**src/rtl/csr_loader.sv**
```systemverilog
// Dense-to-CSR loader: consumes a row-major N_ROWS x N_COLS stream, drops zeros and
// writes S values, column indices and row pointers into the SpMV engine RAMs.
//
// state  | meaning
// IDLE   | waiting for start after reset; no writes
// INIT   | one cycle; rp[0]=0 is on the row-pointer port
// STREAM | accepting elements; one beat per cycle when in_valid is high
// DONE   | image complete, done held high until the next start
module csr_loader #(
    parameter int N_ROWS  = 16,
    parameter int N_COLS  = 16,
    parameter int DATA_W  = 8,
    parameter int NNZ_MAX = 64
) (
    input  logic              clk,
    input  logic              reset,
    input  logic              start,
    input  logic              in_valid,
    input  logic [DATA_W-1:0] in_data,
    output logic              in_ready,
    output logic              s_we,
    output logic [5:0]        s_addr,
    output logic [DATA_W-1:0] s_data,
    output logic [3:0]        col_data,
    output logic              rp_we,
    output logic [5:0]        rp_addr,
    output logic [6:0]        rp_data,
    output logic [6:0]        nnz_count,
    output logic              overflow,
    output logic              done,
    output logic [11:0]       clock_count
);

    typedef enum logic [1:0] {
        ST_IDLE   = 2'd0,
        ST_INIT   = 2'd1,
        ST_STREAM = 2'd2,
        ST_DONE   = 2'd3
    } state_t;

    localparam logic [3:0] COL_LAST = 4'(N_COLS - 1);
    localparam logic [3:0] ROW_LAST = 4'(N_ROWS - 1);
    localparam logic [6:0] NNZ_LIM  = 7'(NNZ_MAX);

    state_t              state_q, state_d;
    logic [3:0]          row_q, row_d;
    logic [3:0]          col_q, col_d;
    logic [6:0]          nnz_q, nnz_d;
    logic                overflow_q, overflow_d;
    logic                done_q, done_d;
    logic [11:0]         clk_cnt_q, clk_cnt_d;
    logic                in_ready_q, in_ready_d;
    logic                s_we_q, s_we_d;
    logic [5:0]          s_addr_q, s_addr_d;
    logic [DATA_W-1:0]   s_data_q, s_data_d;
    logic [3:0]          col_data_q, col_data_d;
    logic                rp_we_q, rp_we_d;
    logic [5:0]          rp_addr_q, rp_addr_d;
    logic [6:0]          rp_data_q, rp_data_d;

    always_comb begin
        state_d    = state_q;
        row_d      = row_q;
        col_d      = col_q;
        nnz_d      = nnz_q;
        overflow_d = overflow_q;
        done_d     = done_q;
        clk_cnt_d  = clk_cnt_q;
        in_ready_d = in_ready_q;
        s_we_d     = 1'b0;
        s_addr_d   = s_addr_q;
        s_data_d   = s_data_q;
        col_data_d = col_data_q;
        rp_we_d    = 1'b0;
        rp_addr_d  = rp_addr_q;
        rp_data_d  = rp_data_q;

        case (state_q)
            ST_INIT: begin
                state_d    = ST_STREAM;
                in_ready_d = 1'b1;
                if (clk_cnt_q != 12'hFFF) clk_cnt_d = clk_cnt_q + 12'd1;
            end
            ST_STREAM: begin
                if (clk_cnt_q != 12'hFFF) clk_cnt_d = clk_cnt_q + 12'd1;
                if (in_valid) begin
                    if (in_data != '0) begin
                        if (nnz_q < NNZ_LIM) begin
                            s_we_d     = 1'b1;
                            s_addr_d   = nnz_q[5:0];
                            s_data_d   = in_data;
                            col_data_d = col_q;
                            nnz_d      = nnz_q + 7'd1;
                        end else begin
                            overflow_d = 1'b1;
                        end
                    end
                    if (col_q == COL_LAST) begin
                        // rp_data uses nnz_d so a write on the last column is included
                        rp_we_d   = 1'b1;
                        rp_addr_d = {2'b00, row_q} + 6'd1;
                        rp_data_d = nnz_d;
                        col_d     = 4'd0;
                        row_d     = row_q + 4'd1;
                        if (row_q == ROW_LAST) begin
                            state_d    = ST_DONE;
                            in_ready_d = 1'b0;
                        end
                    end else begin
                        col_d = col_q + 4'd1;
                    end
                end
            end
            ST_DONE: done_d = 1'b1;
            default: ;
        endcase

        if ((state_q == ST_IDLE || state_q == ST_DONE) && start) begin
            state_d    = ST_INIT;
            row_d      = 4'd0;
            col_d      = 4'd0;
            nnz_d      = 7'd0;
            overflow_d = 1'b0;
            done_d     = 1'b0;
            clk_cnt_d  = 12'd0;
            rp_we_d    = 1'b1;
            rp_addr_d  = 6'd0;
            rp_data_d  = 7'd0;
        end
    end

    always_ff @(posedge clk or negedge reset) begin
        if (!reset) begin
            state_q    <= ST_IDLE;
            row_q      <= '0;
            col_q      <= '0;
            nnz_q      <= '0;
            overflow_q <= 1'b0;
            done_q     <= 1'b0;
            clk_cnt_q  <= '0;
            in_ready_q <= 1'b0;
            s_we_q     <= 1'b0;
            s_addr_q   <= '0;
            s_data_q   <= '0;
            col_data_q <= '0;
            rp_we_q    <= 1'b0;
            rp_addr_q  <= '0;
            rp_data_q  <= '0;
        end else begin
            state_q    <= state_d;
            row_q      <= row_d;
            col_q      <= col_d;
            nnz_q      <= nnz_d;
            overflow_q <= overflow_d;
            done_q     <= done_d;
            clk_cnt_q  <= clk_cnt_d;
            in_ready_q <= in_ready_d;
            s_we_q     <= s_we_d;
            s_addr_q   <= s_addr_d;
            s_data_q   <= s_data_d;
            col_data_q <= col_data_d;
            rp_we_q    <= rp_we_d;
            rp_addr_q  <= rp_addr_d;
            rp_data_q  <= rp_data_d;
        end
    end

    assign in_ready    = in_ready_q;
    assign s_we        = s_we_q;
    assign s_addr      = s_addr_q;
    assign s_data      = s_data_q;
    assign col_data    = col_data_q;
    assign rp_we       = rp_we_q;
    assign rp_addr     = rp_addr_q;
    assign rp_data     = rp_data_q;
    assign nnz_count   = nnz_q;
    assign overflow    = overflow_q;
    assign done        = done_q;
    assign clock_count = clk_cnt_q;

endmodule
```
**config.mk**
```make
export PLATFORM = sky130hd
export DESIGN_NAME = csr_loader
export DESIGN_NICKNAME = d
export VERILOG_FILES = /design/src/rtl/csr_loader.sv
export SDC_FILE = /design/constraint.sdc
export NUM_CORES = 1
export LEC_CHECK = 0
export ABC_AREA = 0
export BUFFER_PORTS_ARGS = -buffer_cell sky130_fd_sc_hd__clkbuf_2
export CORE_MARGIN = 4
export CORE_UTILIZATION = 48
export DETAILED_ROUTE_END_ITERATION = 8
export GPL_ROUTABILITY_DRIVEN = 0
export PLACE_DENSITY = 0.85
export SLEW_MARGIN = 20
export SYNTH_ARGS = -nofsm -noshare
export SYNTH_HDL_FRONTEND = slang
export SYNTH_SLANG_ARGS = --single-unit
```
**constraint.sdc**
```tcl
create_clock -name clk -period 1.66 [get_ports clk]
set_input_delay 0.498 -clock clk [delete_from_list [all_inputs] [get_ports clk]]
set_output_delay 0.498 -clock clk [all_outputs]
set_load 0.01 [all_outputs]
```
==> results.toml <==
[run_status]
status = "finished clean"

[critical_path]
cp-start-kind = "flip-flop"
r2r_start = "state_q[0]"
crit_type = "reg -> reg"
cp.arrival_ps = 1850
r2r_cells = 6
critPathLaunch = "state_q[0]"
slowest_stage = "dfrtp_1"
worstPathMaxFanout = 8
cp-end-kind = "flip-flop"
path_cells = "inv_2, ha_4, nand2_4, a211oi_4, buf_6, mux2_4"
max_stage_delay_ps = 400
crit_required_ps = 1880

[final_layout]
stdcell_count = 438
nNetsFinal = 380
drive_gt1_frac = 0.3989
antennaDiodeCount = 0
area_growth_pct = 34.77
n_fill_cell = 399

[yosys]
synth-seq-cells = 60
synth_cells = 262
yosysUniqueCellTypes = 46
syn_area_per_cell_sq_um = 10.73
synth_area_sq_um = 2810
yosysSeqAreaShare = 0.5343
yosysWarnings = 0
synthesis.nets = 281

[sta]
fmax_mhz = 613.7
fin_crit_sh = 0.9817
finalSetupViolCount = 0
final_max_slew_viol_count = 0
layout_setup_ws_ps = 30.44
fin_crit_ps = 1630
final_hold_viol_count = 0
skew_ps = 6.339
rsz0062_at_grt = "yes"
whs_ps = 161.6

[placement]
post-place-ws_ps = -133.4
io_buffers = 65
dp_cells = 421
dp_hpwl_um = 5124

[min_path]
min_path_type = "in -> async"

[floorplan]
die-area_sq_um = 7143
start_util = 0.5011
core_sq_um = 5608
die_h_um = 84.52
die_w_um = 84.52
num_rows = 27
boundaryPins = 67

[clocking]
tritoncts = "yes"
clk_latency_ps = 330
cts_buffers = 9
cts_max_level = 3
cts_sinks = 60
cts_root_buf = "clkbuf_8"
ctsHoldBuffers = 0
clockBufferDepth = 2
path_clk_slew_ps = 70

[detailed_routing]
viasPerCell = 5.660
antenna_left = 0
vias = 2479
wirelength_um = 7430
wl_per_cell_um = 16.96
drtIter0Drc = 150
firstDrtPassIters = 4
drc_errors = 0

[pwr]
power_mw = 5.504
vdd_drop_max_mv = 0.7380
power.leakage_nw = 1.849
power_per_cell_area_nw_per_um2 = 1453

[global_routing]
grt_pass1_wl_um = 12120
grt_max_degree = 61
grt_overflow = 0
track_usage = 0.2118
grt_pass1_vias = 2512
antenna_found_initial = 0

[job]
maxCapViolations = 0
[synth_stat cells, drive strengths merged]
| library cell | count | share of area |
|---|---|---|
| a21o | 1 | 0.0027 |
| xnor2 | 12 | 0.037 |
| o31a | 3 | 0.0098 |
| inv | 6 | 0.0080 |
| a21oi | 25 | 0.045 |
| nand4 | 3 | 0.0067 |
| or4 | 1 | 0.0027 |
| a311oi | 1 | 0.0031 |
| mux2 | 18 | 0.072 |
| nand2 | 24 | 0.032 |
| and3 | 3 | 0.0071 |
| o311ai | 1 | 0.0031 |
| o22ai | 2 | 0.0045 |
| o21ai | 12 | 0.021 |
| and2 | 2 | 0.0045 |
| a2111oi | 1 | 0.0031 |
| nor2 | 19 | 0.025 |
| o41ai | 1 | 0.0031 |
| nand4b | 2 | 0.0062 |
| ha | 7 | 0.031 |
| nor2b | 1 | 0.0022 |
| a211oi | 5 | 0.013 |
| conb | 1 | 0.0013 |
| o21a | 1 | 0.0027 |
| nor3 | 7 | 0.012 |
| and3b | 1 | 0.0031 |
| a31o | 2 | 0.0062 |
| mux2i | 3 | 0.011 |
| o211ai | 3 | 0.0080 |
| nand3 | 10 | 0.021 |
| or3 | 1 | 0.0022 |
| o31ai | 2 | 0.0053 |
| nor4 | 4 | 0.014 |
| buf | 6 | 0.012 |
| nand2b | 2 | 0.0045 |
| clkbuf | 6 | 0.0085 |
| xor2 | 3 | 0.0094 |
| dfrtp | 60 | 0.53 |
[sequential cells by signal (all words and copies together), names as in the netlist]
name,count
rp_data,7
rp_addr,2
done,1
state_q,2
in_ready,1
s_we,1
overflow,1
clock_count,12
s_data,8
col_q,4
col_data,4
s_addr,6
nnz_count,7
row_q,3
rp_we,1
[critical path: cells and delay by family, from the launching register on]
kind	cells	cell delay (ps)
simple gates	1	70
fa+ha+maj	1	160
buf+inv	2	310
mux	1	320
compound gates	1	260
flops	1	400
[where the power goes]
part	internal (mW)	switching (mW)
Sequential	1.76	0.234
Clock	0.885	0.572
Combinational	1.00	1.05
Total	3.65	1.85
[final cells by class]
cell class	count	area, sq um	share of cell area
Sequential cell	60	1501	0.3964
Tap cell	72	90.09	0.02379
Inverter	6	22.52	0.005946
Clock buffer	12	145.1	0.03832
Multi-Input combinational cell	184	1348	0.3558
Clock inverter	4	72.57	0.01916
Timing Repair Buffer	100	608.1	0.1606
[routing by layer]
| metal | vias up | track usage | routed length (um) |
|---|---|---|---|
| li1 | 1135 | - | - |
| met1 | 1223 | 0.2533 | 3062 |
| met2 | 106 | 0.3609 | 3794 |
| met3 | 15 | 0.05299 | 399 |
| met4 | 0 | 0.09209 | 174 |
| met5 | - | 0 | 0 |
[kinds of logic after synthesis]
group	share of synthesized area
other	0.001334
AND/OR/NAND/NOR	0.1447
XOR/XNOR	0.04675
buffers and inverters	0.02805
flip-flops	0.5343
AO/OA/AOI/OAI	0.1309
adder cells (fa/ha/maj)	0.03117
multiplexers	0.08281
[repair_timing]
| action | CTS | global route |
|---|---|---|
| buffers inserted | 1 | 0 |
| setup endpoints to repair | 19 | 24 |
| pin swaps | 1 | 2 |
| resized for setup | 13 | 13 |
[layout by cell type (no fill, tap or decap), types with 2 or more instances in the layout]
master     netlist  final
o211ai_1         3      3
nor2_1          19     18
inv_1            6      5
nand4_1          3      3
a21oi_1         25     24
nand2b_1         2      2
and3_1           2      2
mux2_1          16      6
clkbuf_2         1     65
o21ai_0         12     12
a31o_2           2      2
ha_1             7      5
nand3_2          2      2
xnor2_1         12     12
a211oi_1         5      3
nor4_2           0      2
clkbuf_1         5      2
clkbuf_8         0     10
buf_6            0      2
mux2_4           0     12
dfrtp_1         60     60
buf_4            1     32
bufinv_16        0      2
nor3_1           7      7
o22ai_1          2      2
o31ai_1          2      2
nand2_1         24     22
o31a_1           2      2
mux2i_1          3      3
nand4b_1         2      2
xor2_1           3      3
nand3_1          8      8
[worst paths after layout]
kind / end / slack (ps)
worst max register to register: col_data[2] / 30
worst min register to register: s_addr[2] / 490
min in group clk: s_data[2] / 410
worst min-delay path: col_data[0] / 160
max in group asynchronous: clock_count[7] / 1240
worst max-delay path: col_data[2] / 30
[through the flow]
step           setup TNS, ps  utilization  cell area (sq um)
2_1_floorplan              0            -               2830
3_3_place_gp          -967.7       0.6178               3465
3_5_place_dp           -2424       0.6178               3465
4_1_cts                    0       0.6662               3736
5_1_grt               -106.0       0.6754               3787
6_report                   0       0.6754               3787
(Power assumes the default switching activity.)
